$ cat config.mk
export PLATFORM = sky130hd
export DESIGN_NAME = wbm_rr_arbiter
export DESIGN_NICKNAME = d
export VERILOG_FILES = /design/src/rtl/wbm_rr_arbiter.sv
export SDC_FILE = /design/constraint.sdc
export NUM_CORES = 1
export LEC_CHECK = 0
export BUFFER_PORTS_ARGS = -buffer_cell sky130_fd_sc_hd__buf_2
export CORE_AREA = 2 2 122 124
export CTS_CLUSTER_DIAMETER = 100
export DETAILED_ROUTE_END_ITERATION = 16
export DIE_AREA = 0 0 124 126
export GPL_TIMING_DRIVEN = 0
export PLACE_DENSITY = 0.43
export SLEW_MARGIN = 20
export SYNTH_ARGS = -nofsm -noshare
export SYNTH_HDL_FRONTEND = slang
export SYNTH_SLANG_ARGS = --single-unit
$ cat constraint.sdc
create_clock -name wb_clk_i -period 1.5 [get_ports wb_clk_i]
set_clock_uncertainty 0.05 [all_clocks]
set_input_delay 0.3 -clock wb_clk_i [delete_from_list [all_inputs] [get_ports wb_clk_i]]
set_output_delay 0.3 -clock wb_clk_i [all_outputs]
set_load 0.05 [all_outputs]
$ cat src/rtl/wbm_rr_arbiter.sv
// Round-robin Wishbone master arbiter: N masters share one slave port, grant locked while the owner holds cyc.
// Optional strobe watchdog with ABORT state when WBM_ARB_TIMEOUT_EN is defined.
module wbm_rr_arbiter #(
  parameter int unsigned NUM_MASTERS = 4,
  parameter int unsigned DW          = 16,
  parameter int unsigned AW          = 32,
  parameter int unsigned TIMEOUT     = 255,
  localparam int unsigned SW         = DW / 8,
  localparam int unsigned IDW        = (NUM_MASTERS > 1) ? $clog2(NUM_MASTERS) : 1
) (
  input  logic                      wb_clk_i,
  input  logic                      wb_rst_i,
  input  logic [NUM_MASTERS-1:0]    wbm_cyc_i,
  input  logic [NUM_MASTERS-1:0]    wbm_stb_i,
  input  logic [NUM_MASTERS-1:0]    wbm_we_i,
  input  logic [SW*NUM_MASTERS-1:0] wbm_sel_i,
  input  logic [AW*NUM_MASTERS-1:0] wbm_adr_i,
  input  logic [DW*NUM_MASTERS-1:0] wbm_dat_i,
  output logic [DW-1:0]             wbm_dat_o,
  output logic [NUM_MASTERS-1:0]    wbm_ack_o,
  output logic [NUM_MASTERS-1:0]    wbm_err_o,
  input  logic [NUM_MASTERS-1:0]    wbm_mask,
  output logic [IDW-1:0]            wbm_id,
  output logic                      wbs_cyc_o,
  output logic                      wbs_stb_o,
  output logic                      wbs_we_o,
  output logic [SW-1:0]             wbs_sel_o,
  output logic [AW-1:0]             wbs_adr_o,
  output logic [DW-1:0]             wbs_dat_o,
  input  logic [DW-1:0]             wbs_dat_i,
  input  logic                      wbs_ack_i,
  input  logic                      wbs_err_i
);

  localparam logic [1:0] S_IDLE   = 2'd0;
  localparam logic [1:0] S_ACTIVE = 2'd1;
`ifdef WBM_ARB_TIMEOUT_EN
  localparam logic [1:0] S_ABORT  = 2'd2;
`endif

  logic [1:0]     state_q, state_d;
  logic [IDW-1:0] id_q, id_d;
  logic [IDW-1:0] last_q, last_d;
  logic [NUM_MASTERS-1:0] req;
  logic [IDW-1:0] pick;
  logic           tmo_err;
  logic           active;

  // Per-master views of the flattened payload buses
  logic [SW-1:0] sel_a [NUM_MASTERS];
  logic [AW-1:0] adr_a [NUM_MASTERS];
  logic [DW-1:0] dat_a [NUM_MASTERS];

  for (genvar g = 0; g < NUM_MASTERS; g++) begin : g_slice
    assign sel_a[g] = wbm_sel_i[g*SW +: SW];
    assign adr_a[g] = wbm_adr_i[g*AW +: AW];
    assign dat_a[g] = wbm_dat_i[g*DW +: DW];
  end

  assign req    = wbm_cyc_i & wbm_stb_i & wbm_mask;
  assign active = (state_q == S_ACTIVE);

  // First requester at or after last_grant+1, wrapping
  always_comb begin
    logic [IDW-1:0] cand;
    logic           found;
    pick  = last_q;
    cand  = '0;
    found = 1'b0;
    for (int unsigned i = 1; i <= NUM_MASTERS; i++) begin
      cand = IDW'((32'(last_q) + i) % NUM_MASTERS);
      if (!found && req[cand]) begin
        pick  = cand;
        found = 1'b1;
      end
    end
  end

  assign wbs_cyc_o = active;
  assign wbs_stb_o = active & wbm_stb_i[id_q];
  assign wbs_we_o  = wbm_we_i[id_q];
  assign wbs_sel_o = sel_a[id_q];
  assign wbs_adr_o = adr_a[id_q];
  assign wbs_dat_o = dat_a[id_q];
  assign wbm_dat_o = wbs_dat_i;
  assign wbm_id    = id_q;

  // Terminations reach only the owner; suppressed while reset is being applied
  always_comb begin
    wbm_ack_o = '0;
    wbm_err_o = '0;
    if (active && wb_rst_i) begin
      wbm_ack_o[id_q] = wbs_ack_i;
      wbm_err_o[id_q] = wbs_err_i | tmo_err;
    end
  end

`ifdef WBM_ARB_TIMEOUT_EN
  localparam int unsigned CW = $clog2(TIMEOUT + 1);
  logic [CW-1:0] cnt_q, cnt_d;

  // Slave ack in the expiry cycle takes precedence over the watchdog
  assign tmo_err = active & wbm_cyc_i[id_q] & wbm_stb_i[id_q] &
                   (cnt_q == CW'(TIMEOUT)) & ~wbs_ack_i;

  always_comb begin
    cnt_d = '0;
    if (wbs_stb_o && !wbs_ack_i && !wbs_err_i)
      cnt_d = (cnt_q == CW'(TIMEOUT)) ? cnt_q : cnt_q + CW'(1);
  end

  always_ff @(posedge wb_clk_i) begin
    if (!wb_rst_i) cnt_q <= '0;
    else           cnt_q <= cnt_d;
  end
`else
  logic unused_timeout;
  assign tmo_err        = 1'b0;
  assign unused_timeout = ^16'(TIMEOUT);
`endif

  always_comb begin
    state_d = state_q;
    id_d    = id_q;
    last_d  = last_q;
    case (state_q)
      S_IDLE: begin
        if (|req) begin
          state_d = S_ACTIVE;
          id_d    = pick;
        end
      end
      S_ACTIVE: begin
        if (!wbm_cyc_i[id_q]) begin
          state_d = S_IDLE;
          last_d  = id_q;
        end else if (tmo_err) begin
`ifdef WBM_ARB_TIMEOUT_EN
          state_d = S_ABORT;
`endif
        end
      end
`ifdef WBM_ARB_TIMEOUT_EN
      S_ABORT: begin
        if (!wbm_cyc_i[id_q]) begin
          state_d = S_IDLE;
          last_d  = id_q;
        end
      end
`endif
      default: state_d = S_IDLE;
    endcase
  end

  always_ff @(posedge wb_clk_i) begin
    if (!wb_rst_i) begin
      state_q <= S_IDLE;
      id_q    <= '0;
      last_q  <= IDW'(NUM_MASTERS - 1);
    end else begin
      state_q <= state_d;
      id_q    <= id_d;
      last_q  <= last_d;
    end
  end

endmodule

* Yosys cells after proc, flatten, opt, wreduce, memory -nomap -nowiden
Cells that the tools add are included.
** Storage, ports and cells
- Register bits after elaboration :: 6
- Input bits :: 236
- Output and inout bits :: 79
- Logic and storage cells :: 74
** Operators by class
- Add/sub/neg operators :: 4
- Magnitude comparators :: 7
- Equal/unequal tests :: 3
- Mux-type cells :: 37
- Bitwise operators :: 7
- Reduce and logical (&&, ||, !) cells :: 13
** Operators with widths (number)
- binary-select mux 32 bit (select 2 bit) :: 1
- two-way mux 32 bit :: 2
- binary-select mux 16 bit (select 2 bit) :: 1
- two-way mux 16 bit :: 2
- bitwise AND 4 bit :: 4
- two-way mux 2 bit :: 8
- < comparator 2 x 3 -> 1 bit (second input constant) :: 5
- binary-select mux 1 bit (select 2 bit) :: 7
- two-way mux 1 bit :: 11
- two-way mux 4 bit :: 2
- AND reduction 2 bit :: 3
- logical AND 1 bit :: 5
- adder 2 x 1 -> 2 bit (second input constant) :: 2
- adder 2 bit (second input constant) :: 2
- binary-select mux 2 bit (select 2 bit) :: 1
- != test 2 bit (second input constant) :: 2
- one-hot mux 2 bit (2 select lines) :: 1
- OR reduction 4 bit :: 1
- greater-or-equal comparator 3 bit (second input constant) :: 1
- logical NOT 1 bit :: 3
- inverter 2 -> 3 bit :: 1
- demux 1 bit (select 2 bit) :: 1
- equality test 2 x 1 -> 1 bit (second input constant) :: 1
- greater-or-equal comparator 2 x 1 -> 1 bit (second input constant) :: 1
- 3 further kinds :: 3

* Longest topological paths before layout
- Word-level depth :: 14
- Mapped depth :: 5
- Depth with buffers taken out :: 4

* Worst setup path before layout
OpenSTA, ideal clock, no wires.
- Path kind :: flip-flop to output port
- From :: register id_q[1] (netlist: wbm_id[1])
- To :: output port wbm_ack_o[2]
- Data arrival time :: 1.918 ns
- Data required time :: 1.150 ns
- Path slack :: -0.768 ns
- Stages on the path, launching flop included :: 5
- Buffers on the path :: 2
- Cell sequence :: dfxtp_1 > clkbuf_8 > clkbuf_8 > nand2_1 > nor2_1
** On the way
- Cells in the longest elaborated chain, start to end :: 6
- Elaborated cells on any way between the ends :: 7
- Classes of those cells :: order compare: 2; mux: 3; bitwise: 1; reduce/logical: 1
** Ends and longest elaborated chain
- from (decl) :: line 42 : logic [IDW-1:0] id_q, id_d;
- from (signal assigned) :: line 162 : id_q <= id_d;
- < comparator 2 x 3 -> 1 bit (implied by the code) or greater-or-equal comparator 2 x 1 -> 1 bit (tied branches) :: line 93 : wbm_ack_o[id_q] = wbs_ack_i;
- logical AND 1 bit (implied by the code) :: line 93
- two-way mux 1 bit (implied by the code) :: line 93
- demux 1 bit (select 2 bit) * :: line 93
- bitwise AND 4 bit (no source line) *
- two-way mux 4 bit * :: line 92 : if (active && wb_rst_i) begin
- to (decl) :: line 20 : output logic [NUM_MASTERS-1:0] wbm_ack_o,
Every way passes the cells marked *; elsewhere a longest branch is shown, timed or not.

* Final worst setup path
- From :: register id_q[0] (netlist: wbm_id[0])
- To :: output port wbs_adr_o[2]
** On the way
- Cells in the longest elaborated chain, start to end :: 4
** Ends and longest elaborated chain
- inverter 2 -> 3 bit (implied by the code) :: line 83 : assign wbs_adr_o = adr_a[id_q];
- binary-select mux 32 bit (select 2 bit) :: line 83
- two-way mux 32 bit (implied by the code) (2 in a row) :: line 83
- to (decl) :: line 28 : output logic [AW-1:0] wbs_adr_o,
Every way passes these cells. The select of a mux whose other input is x is not followed.

==> results.cfg <==
[outcome]
outcome = finished with violations
violations = setup timing

[sta]
relSlewSlack_pct = 76.97
min_period_ns = 1.976
fin_crit_sh_pct = 131.7
hold-worst-slack_ns = 0.2334
grt_setup_unrepaired = yes
finalSetupViolCount = 62
fin_ws_ns = -0.4760
maxSlewViolCount = 0
timing_worst_slew_pin_value_ns = 0.3410
fmax_mhz = 506.1
finalHoldViolCount = 0

[pwr]
p_per_area_nw_per_um2 = 843.3
p_leak_uw = 0.002135
ir_drop_uv = 412.7

[yosys]
synthMuxAreaShare_pct = 66.83
async_flop_share_pct = 0
synth_area_leaders = mux4_2 (64%), buf_4 (6.6%), dfxtp_1 (5.5%)
synth_edf_count = 0
synth_xor_area_share_pct = 0
synth_most_common_cell = mux4_2
yosysWarnings = 0
synth_cell_type_count = 28
synth_ff_type = dfxtp_1
netlist_area_um2 = 1822
synth-simple-area-share_pct = 7.830
synth_common_cells = mux4_2 (52), buf_4 (16), nor2_1 (9)
synthAdderAreaFrac_pct = 0
yosys.area.top_type_share_pct = 64.29
yosysSeqAreaShare_pct = 5.495
synth_top_family_by_area = multiplexers
synth-seq-cells = 5
syn-instance-count = 133
avgSynthCellArea_um2 = 13.70
synth_fp_nets = 369
yosysTopAreaCell = mux4_2
synth_compound_gate_area_share_pct = 5.220

[routing]
antenna_left = 0
route.detailed.drc = 0
vias = 2706
wl_per_cell_um = 17.77
avgViaCountPerCell = 4.275
first_pass_iters = 4
wl_um = 11250
drt-initial-drc-count = 99

[clock_tree]
hold_buffers = 0
ctsRootBufferMaster = clkbuf_16
cts-buffers-inserted = 3
clk_path_buf_depth = 2
clkSinkCount = 5
cts_tree = yes
clkLatencyLatePin_ns = 0.23
clk_pin_slew_ns = 0.03
htreeDepth = 1

[die]
io_pins = 315
die_y_um = 126
coreArea_um2 = 14310
start_util_pct = 12.73
rows = 44
die_area_um2 = 15620
die_w_um = 124

[global_route]
grt_pass1_vias = 2770
grt_max_degree = 12
grt_pass1_wl_um = 15030
grt_overflow = 0
antenna_found_initial = 0
grt_use_total_pct = 12.48

[worst_setup_path]
startpoint_type = flip-flop
worstPathArrival_ns = 1.63
crit_type = reg2out
end_kind = output port
cp.required_ns = 1.15
rrSetupSlack_ns = -0.08
cp_max_fo = 5

[place]
place.gp.congestion = 0.8456
port_buffers = 297
dp_hpwl_um = 9365
dpl-instance-area_um2 = 3720
pre_cts_ws_ns = -0.3951
place_inst = 614

[final_layout]
fin_util_pct = 31.42
fill_cells = 1494
num-nets-final = 686
multi_input_comb_area_um2 = 1585
seq_area_um2 = 111.4
finalInstanceArea_um2 = 4497
diodes = 0
synthToLayoutAreaGrowth_pct = 146.8
drive_gt1_share_pct = 93.10
fin_cells = 633

[flow_run]
max-cap-violations = 0

[min_path]
hp-class = in2reg
flip-flops by register name, summed over array words and instances (netlist names):
| name | flops |
|---|---|
| wbm_id | 2 |
| last_q | 2 |
| state_q | 1 |
per-stage QoR:
stage | setup TNS [ns] | power [uW]
final | -25.12 | 3792
after detailed placement | -17.48 | 2762
after floorplan | -16.60 | 2072
after global placement | -17.63 | 2752
after CTS | -24.48 | 3714
after global routing | -28.12 | 3936
path summary, 6_finish.rpt:
| kind | from | to | cells past startpoint |
|---|---|---|---|
| worst max-delay path | wbm_id[0] | wbs_adr_o[2] | 4 |
| worst min-delay path | wb_rst_i | last_q[1] | 2 |
| worst max register to register | wbm_id[1] | last_q[0] | 6 |
| worst min register to register | last_q[0] | wbm_id[0] | 2 |
final cells by class:
| type | instances | share of cell area [%] |
|---|---|---|
| sequential | 5 | 2.476 |
| inverter | 1 | 0.08347 |
| timing repair buffer | 313 | 47.77 |
| buffer | 29 | 7.540 |
| clock buffer | 4 | 1.753 |
| tap | 184 | 5.120 |
| multi-input combinational | 97 | 35.25 |
cells in the final DEF (no fill, tap or decap), drive strengths merged:
| master | n |
|---|---|
| buf | 336 |
| mux4 | 53 |
| clkbuf | 10 |
| nor2 | 9 |
| nand3 | 7 |
| nand2 | 6 |
| dfxtp | 5 |
| o21ai | 3 |
| nand2b | 2 |
| mux2i | 2 |
| and3 | 2 |
| o22ai | 2 |
| o221ai | 2 |
| nor2b | 1 |
| and2 | 1 |
| a41oi | 1 |
| a31oi | 1 |
| a21boi | 1 |
| inv | 1 |
| a21o | 1 |
| a41o | 1 |
| nand4 | 1 |
| o211a | 1 |
metal layers:
layer | vias up | global-route usage (%) | share of wire (%)
li1 | 1204 | - | -
met1 | 1332 | 15.46 | 37
met2 | 166 | 23.34 | 53
met3 | 4 | 1.495 | 9.0
met4 | 0 | 1.785 | 0.91
met5 | - | 0 | 0
logic make-up after synthesis:
logic type,Yosys count
mux,55
flops,5
buf+inv,31
simple gates,29
compound gates,13
worst max-delay path: stages (launching register included):
cell	delay (ns)
dfxtp_4	0.39
buf_12	0.15
clkbuf_16	0.15
mux4_2	0.51
buf_6	0.17
what timing repair did:
action / CTS / global route
buffers inserted: 7 / 4
cloned: 3 / 3
pin swaps: 4 / 4
setup endpoints to repair: 60 / 63
endpoints found under the hold margin: 0 / 0
gates resized for setup: 129 / 26
power by group:
group / leakage, uW / internal (uW) / switching (uW)
clock network: 0.0000382 / 352 / 85.4
registers: 0.0000432 / 153 / 36.5
logic: 0.00205 / 1440 / 1720
total: 0.00213 / 1950 / 1840
(Power assumes the default switching activity.)
